--- config.mk ---
export PLATFORM = sky130hd
export DESIGN_NAME = fft_bf_sequencer
export DESIGN_NICKNAME = d
export VERILOG_FILES = /design/src/rtl/fft_bf_sequencer.sv
export SDC_FILE = /design/constraint.sdc
export NUM_CORES = 1
export LEC_CHECK = 0
export BUFFER_PORTS_ARGS = -buffer_cell sky130_fd_sc_hd__buf_2
export CORE_MARGIN = 8
export CORE_UTILIZATION = 60
export CTS_BUF_LIST = sky130_fd_sc_hd__clkbuf_8
export CTS_CLUSTER_SIZE = 28
export DETAILED_ROUTE_END_ITERATION = 10
export PLACE_DENSITY = 0.84
export REMOVE_ABC_BUFFERS = 1
export SYNTH_ARGS = -nofsm -noshare
export SYNTH_HDL_FRONTEND = slang
export SYNTH_SLANG_ARGS = --single-unit
--- constraint.sdc ---
create_clock -name clk -period 6.4 [get_ports clk]
set_clock_uncertainty 0.2 [all_clocks]
set_input_delay 0.64 -clock clk [delete_from_list [all_inputs] [get_ports clk]]
set_output_delay 0.64 -clock clk [all_outputs]
set_load 0.02 [all_outputs]
--- src/rtl/fft_bf_sequencer.sv ---
// Butterfly sequencer for the 64-point radix-2 DIF in-place FFT.
// Issues RAM addresses and twiddle-ROM selects with an in-flight cap and stage drain.
module fft_bf_sequencer #(
    parameter int LOG2N        = 6,
    parameter int MAX_INFLIGHT = 4
) (
    input  logic             clk,
    input  logic             rst,
    input  logic             start,
    output logic             busy,
    output logic             done,
    output logic             bf_valid,
    input  logic             bf_ready,
    output logic [LOG2N-1:0] addr_a,
    output logic [LOG2N-1:0] addr_b,
    output logic [LOG2N-1:0] tw_sel_re,
    output logic [LOG2N-1:0] tw_sel_im,
    output logic [2:0]       stage,
    input  logic             wb_done,
    output logic             err
);

    localparam int BW = LOG2N - 1;
    localparam logic [2:0] LAST_STAGE = 3'(LOG2N - 1);
    localparam logic [2:0] NSTAGE = 3'(LOG2N);
    localparam logic [BW-1:0] LAST_BF = '1;
    localparam logic [5:0] CAP = 6'(MAX_INFLIGHT);
    localparam logic [LOG2N-1:0] ONE = LOG2N'(1);
    localparam logic [LOG2N-1:0] HALF = ONE << (LOG2N - 1);
    // ROM holds -sin; a three-quarter-turn offset turns it into cos
    localparam logic [LOG2N-1:0] QTR3 = LOG2N'(3) << (LOG2N - 2);

    typedef enum logic [1:0] {
        S_IDLE,
        S_ISSUE,
        S_DRAIN,
        S_FIN
    } state_t;

    state_t        state_q, state_n;
    logic [2:0]    stage_q, stage_n;
    logic [BW-1:0] bf_q, bf_n;
    logic [5:0]    outst_q, outst_n;
    logic          err_q, err_n;
    logic          hs;

    logic [LOG2N-1:0] span, bfx, j, g, a, k;

    assign bf_valid = (state_q == S_ISSUE) && (outst_q < CAP);
    assign hs       = bf_valid & bf_ready;
    assign busy     = (state_q == S_ISSUE) || (state_q == S_DRAIN);
    assign done     = (state_q == S_FIN);
    assign stage    = stage_q;
    assign err      = err_q;

    always_comb begin
        outst_n = outst_q;
        err_n   = err_q;
        if (hs && !wb_done) begin
            outst_n = outst_q + 6'd1;
        end else if (!hs && wb_done) begin
            if (outst_q == '0) begin
                err_n = 1'b1;
            end else begin
                outst_n = outst_q - 6'd1;
            end
        end
    end

    always_comb begin
        state_n = state_q;
        stage_n = stage_q;
        bf_n    = bf_q;
        unique case (state_q)
            S_IDLE: begin
                if (start) begin
                    state_n = S_ISSUE;
                    stage_n = '0;
                    bf_n    = '0;
                end
            end
            S_ISSUE: begin
                if (hs) begin
                    bf_n = bf_q + BW'(1);
                    if (bf_q == LAST_BF) begin
                        state_n = S_DRAIN;
                    end
                end
            end
            S_DRAIN: begin
                // wait until every write of this stage has landed
                if (outst_n == '0) begin
                    if (stage_q == LAST_STAGE) begin
                        state_n = S_FIN;
                    end else begin
                        state_n = S_ISSUE;
                        stage_n = stage_q + 3'd1;
                        bf_n    = '0;
                    end
                end
            end
            S_FIN: begin
                state_n = S_IDLE;
                stage_n = '0;
            end
            default: state_n = S_IDLE;
        endcase
    end

    always_comb begin
        span = HALF >> stage_q;
        bfx  = {1'b0, bf_q};
        j    = bfx & (span - ONE);
        g    = bfx >> (LAST_STAGE - stage_q);
        a    = (g << (NSTAGE - stage_q)) | j;
        k    = j << stage_q;
        addr_a    = '0;
        addr_b    = '0;
        tw_sel_re = '0;
        tw_sel_im = '0;
        if (state_q == S_ISSUE) begin
            addr_a    = a;
            addr_b    = a + span;
            tw_sel_im = k;
            tw_sel_re = k + QTR3;
        end
    end

    always_ff @(posedge clk) begin
        if (rst) begin
            state_q <= S_IDLE;
            stage_q <= '0;
            bf_q    <= '0;
            outst_q <= '0;
            err_q   <= 1'b0;
        end else begin
            state_q <= state_n;
            stage_q <= stage_n;
            bf_q    <= bf_n;
            outst_q <= outst_n;
            err_q   <= err_n;
        end
    end

endmodule

Word-level counts from Yosys, hierarchy flattened
Cells that the tools add are included.
- bits in registers: 17
- add/subtract/negate cells: 9
- $lt $le $gt $ge: 1
- eq/ne operators: 10
- shift-type cells: 4
- multiplexer cells: 22
- bitwise logic cells: 4
- reduce and logical (&&, ||, !) cells: 15
- operators with widths (cell ; number):
    $mux 6 ; 7
    $mux 5 ; 4
    $pmux 5 s3 ; 1
    $logic_not 6->1 ; 2
    $shl 6x3->6 ; 2
    $sub 6x1->6 const B ; 2
    $mux 2 ; 5
    $mux 3 ; 3
    $pmux 3 s3 ; 1
    $pmux 2 s4 ; 1
    $reduce_and 4->1 ; 2
    $add 6x1->6 const B ; 1
    $add 6x6->6 ; 1
    $add 6x6->6 const B ; 1
    $and 5x6->6 ; 1
    $lt 6x3->1 const B ; 1
    $ne 2x2->1 const B ; 3
    $or 6x6->6 ; 1
    $reduce_bool 3->1 ; 2
    $shr 5x3->6 ; 1
    $shr 6x3->6 const A ; 1
    $sub 3x3->3 const A ; 2
    $add 5x1->5 const B ; 1
    $eq 5x5->1 const B ; 1
    other kinds (13) ; 18

Logic depth before layout (Yosys ltp)
- word-level depth: 10
- mapped depth: 16
- gate-level depth less buffers: 14

Worst setup path before layout
OpenSTA, ideal clock, no wires.
- path type: register to output
- from: reg stage_q[1] (netlist: stage[1])
- to: out addr_b[5]
- data arrival time: 3718 ps
- required time: 5560 ps
- slack: 1842 ps
- cell stages (with the launch flop): 16
- path buffers: 1
- cells stage by stage: dfxtp_1 > clkbuf_1 > inv_1 > ha_1 > or3b_2 > o311a_1 > o21bai_1 > nand3_1 > nand2_1 > ha_1 > a21o_1 > a21o_1 > a2111o_1 > o211ai_1 > xnor2_1 > and2_1
- word-level cells in the longest chain between the ends: 6
- RTL lines (what ; RTL line ; source):
    start, declared ; 41 ; logic [2:0] stage_q, stage_n;
    start signal, assigned ; 138 ; stage_q <= stage_n;
    $sub 3x3->3 / $shr 6x3->6 (equally long branches) ; 114, 111 ;
    $shr 5x3->6 / $sub 6x1->6 (equally long branches) ; 114, 113 ;
    $shl 6x3->6 / $and 5x6->6 (equally long branches) ; 115, 113 ;
    $or 6x6->6 ; 115 ; a = (g << (NSTAGE - stage_q)) | j;
    $add 6x6->6 (*) ; 123 ; addr_b = a + span;
    $mux 6 (*) ; 121 ; if (state_q == S_ISSUE) begin
    end, declared ; 15 ; output logic [LOG2N-1:0] addr_b,
Every way passes the cells marked *; elsewhere a longest branch is shown, timed or not.

Worst setup path after layout
Ends and elaborated chain as after synthesis.

==> results.yml <==
outcome:
  status: "finished, final reports clean"
grt:
  grt_pass1_vias: 1967
  busiest_layer: "met2"
  grt_use_met1_pct: 22.32
  grt_max_degree: 23
  grtUsageMet2_pct: 32.21
  overflow: 0
  antenna_found_initial: 0
  track_usage_pct: 18.37
  grt.met3_usage_pct: 2.105
  grt_pass1_wl_um: 8487
logic_synthesis:
  syn_area_per_cell_um2: 7.377
  syn_area_um2: 2132
  synthArstFlopShare_pct: 0
  ys_types: 60
  yosysSeqAreaShare_pct: 15.96
  synth.area.mux_share_pct: 4.225
  ys_warn_count: 0
  yosys.area_share.adder_pct: 13.26
  yosys-top-cells-area: "dfxtp_1 (16%), ha_1 (12%), nor2_1 (5.6%), and2_1 (5.3%), nand2_1 (4.6%)"
  synth_top_area_share_pct: 15.96
  synth_cells: 289
  synthXorXnorAreaFrac_pct: 4.108
  synth_compound_area_share_pct: 24.00
  synthFlopType: "dfxtp_1"
  synth_simple_gate_area_share_pct: 31.51
  synth_top_family_by_area: "simple AND/OR/NAND/NOR gates"
  synth_area_leader_cell: "dfxtp_1"
  synth_seq_cells: 17
  synth_edf_count: 0
drt:
  antenna_left: 0
  via_count: 2168
  wl_um: 5205
  drt_iter0_drc: 174
  wl_per_cell_um: 14.66
  viasPerCell: 6.107
  dr.pass1.iters: 4
  remaining_drc_errors: 0
timing:
  grt_setup_unrepaired: "false"
  min_period_ps: 5393
  maxSlewViolCount: 0
  max_freq_mhz: 185.4
  finalSetupViolCount: 0
  tightest_slew_ps: 758.0
  hold_slack_ps: 285.6
  period_share_pct: 84.26
  setup_tns_ps: 0
  finalHoldViolations: 0
  relSlewSlack_pct: 49.40
power_and_ir_drop:
  leakagePower_nw: 1.055
  pwr-share-seq_pct: 23.6
  combPwrFrac_pct: 64.3
  power_density_nw_per_um2: 283.3
  max-vdd-ir-drop_mv: 0.3490
  switchingPower_w: 0.0003389
  switching_share_pct: 51.60
  p_clk_share_pct: 12.1
  p_int_w: 0.0003179
  power_w: 0.0006568
final_layout:
  layout_commonest_cell: "buf_2"
  layout.filler_cells: 296
  antenna_cells: 0
  areaGrowthSynthToFinish_pct: 8.744
  fin_area_um2: 2318
  nets: 337
  final_cell_mix: "buf_2 (35), nor2_1 (32), nand2_1 (26), ha_1 (21), and2_1 (18)"
  drive_above_1_share_pct: 15.21
place:
  portBuffers: 35
  placed_cell_area_um2: 2273
  hpwlAfterDp_um: 3978
  gp_congestion: 0.9163
floorplan:
  dieArea_um2: 5717
  die_y_um: 75.61
  core_um2: 3363
  start_util_pct: 63.39
  rows: 21
  io_pins: 36
  die_x_um: 75.61
clocking:
  cts_max_level: 1
  insertion_delay_ps: 250
  clk_path_buf_depth: 2
  cts_root_buf: "clkbuf_8"
  cts_setup_buffers: 0
  cts.sinks: 17
  postCtsHoldBufs: 0
  cts_tree: "done"
  ctsResizeCount: 0
  cts_made_buffers: 3
  clkTransAtPathRegs_ps: 70
setup_path:
  critPathCaptureType: "output pin"
  required_ps: 5560
  crit_fanout: 22
  crit_type: "reg2out"
  critPathLaunchType: "flip-flop"
  critPathArrivalTime_ps: 4550
worst_hold_path:
  worstHoldPathType: "reg2reg"
job:
  cap_violations: 0
[power groups by stage]
stage | sequential, W | combinational, W | clock (W)
floorplan | 0.000154 | 0.000317 | 0
global placement | 0.000157 | 0.000403 | 0
detailed placement | 0.000156 | 0.000416 | 0
CTS | 0.000155 | 0.000419 | 0.0000800
global route | 0.000159 | 0.000464 | 0.0000845
finish | 0.000155 | 0.000422 | 0.0000793
[per-layer routing]
layer | up-vias | share of wire, %
met5 | - | 0
met4 | 0 | 1.3
met3 | 9 | 7.8
met2 | 84 | 49
met1 | 998 | 42
li1 | 1077 | -
[state kept, by name (all words and copies together), names as in the netlist]
register  cells
bf_q          5
err           1
outst_q       6
stage         3
state_q       2
[logic make-up after synthesis]
family                     after synthesis
muxes                                    9
and+or+nand+nor                        129
adders and majority gates               22
xor gates and xnor gates                10
buffers and inverters                   34
AOI/OAI and AO/OA                       68
DFF                                     17
[cells in the mapped netlist (2+ instances only)]
| cell type | number |
|---|---|
| a211oi_1 | 4 |
| a21boi_0 | 2 |
| a21o_1 | 4 |
| a21oi_1 | 9 |
| a22o_1 | 3 |
| a311o_1 | 3 |
| a31o_2 | 2 |
| a31oi_1 | 5 |
| a32o_1 | 2 |
| and2_1 | 18 |
| and3_1 | 3 |
| and4_1 | 2 |
| buf_4 | 5 |
| clkbuf_1 | 13 |
| dfxtp_1 | 17 |
| ha_1 | 21 |
| inv_1 | 15 |
| mux2i_1 | 9 |
| nand2_1 | 26 |
| nand2b_1 | 3 |
| nand3_1 | 5 |
| nor2_1 | 32 |
| nor2b_1 | 6 |
| nor3_1 | 16 |
| nor3b_1 | 3 |
| nor4_1 | 3 |
| nor4b_1 | 2 |
| o211ai_1 | 3 |
| o21ai_0 | 10 |
| o22ai_1 | 2 |
| o31ai_1 | 2 |
| or3_1 | 2 |
| or4_1 | 2 |
| xnor2_1 | 5 |
| xor2_1 | 5 |
[per-stage QoR]
| step | worst slack (ps) | util, % | cells |
|---|---|---|---|
| floorplan | 1567 | - | 270 |
| global placement | 1403 | 67.60 | 351 |
| detailed placement | 1315 | 67.60 | 351 |
| CTS | 1039 | 68.94 | 355 |
| global route | 680.9 | 68.94 | 355 |
| finish | 1007 | 68.94 | 355 |
[cell type report]
class	count	area, um2	share of cell area (%)
Sequential cell	17	340.3	14.68
Tap cell	46	57.56	2.482
Timing Repair Buffer	35	175.2	7.555
Clock inverter	1	3.754	0.1619
Clock buffer	3	41.29	1.781
Multi-Input combinational cell	238	1644	70.91
Inverter	15	56.30	2.428
[worst max-delay path: stages (launching register included)]
cell      delay (ps)
dfxtp_1          780
inv_1            340
ha_1             540
or3b_2           500
o311a_1          150
o21bai_1         180
nand3_1          120
nand2_1          130
ha_1             230
a21o_1           170
a21o_1           200
a2111o_1         410
o211ai_1         110
xnor2_1          140
and2_1           130
buf_2            160
[final timing paths]
path / slack [ps] / depth (start not counted) / start / to
setup / recovery: 1010 / 15 / stage[1]$_SDFFE_PP0P_ / addr_b[5]
hold / removal: 290 / 2 / err$_SDFFE_PP0P_ / err$_SDFFE_PP0P_
setup reg to reg: 3420 / 8 / state_q[1]$_SDFFE_PP0P_ / stage[2]$_SDFFE_PP0P_
hold reg to reg: 290 / 2 / err$_SDFFE_PP0P_ / err$_SDFFE_PP0P_
Note: power is estimated with default switching activity, not from simulation.
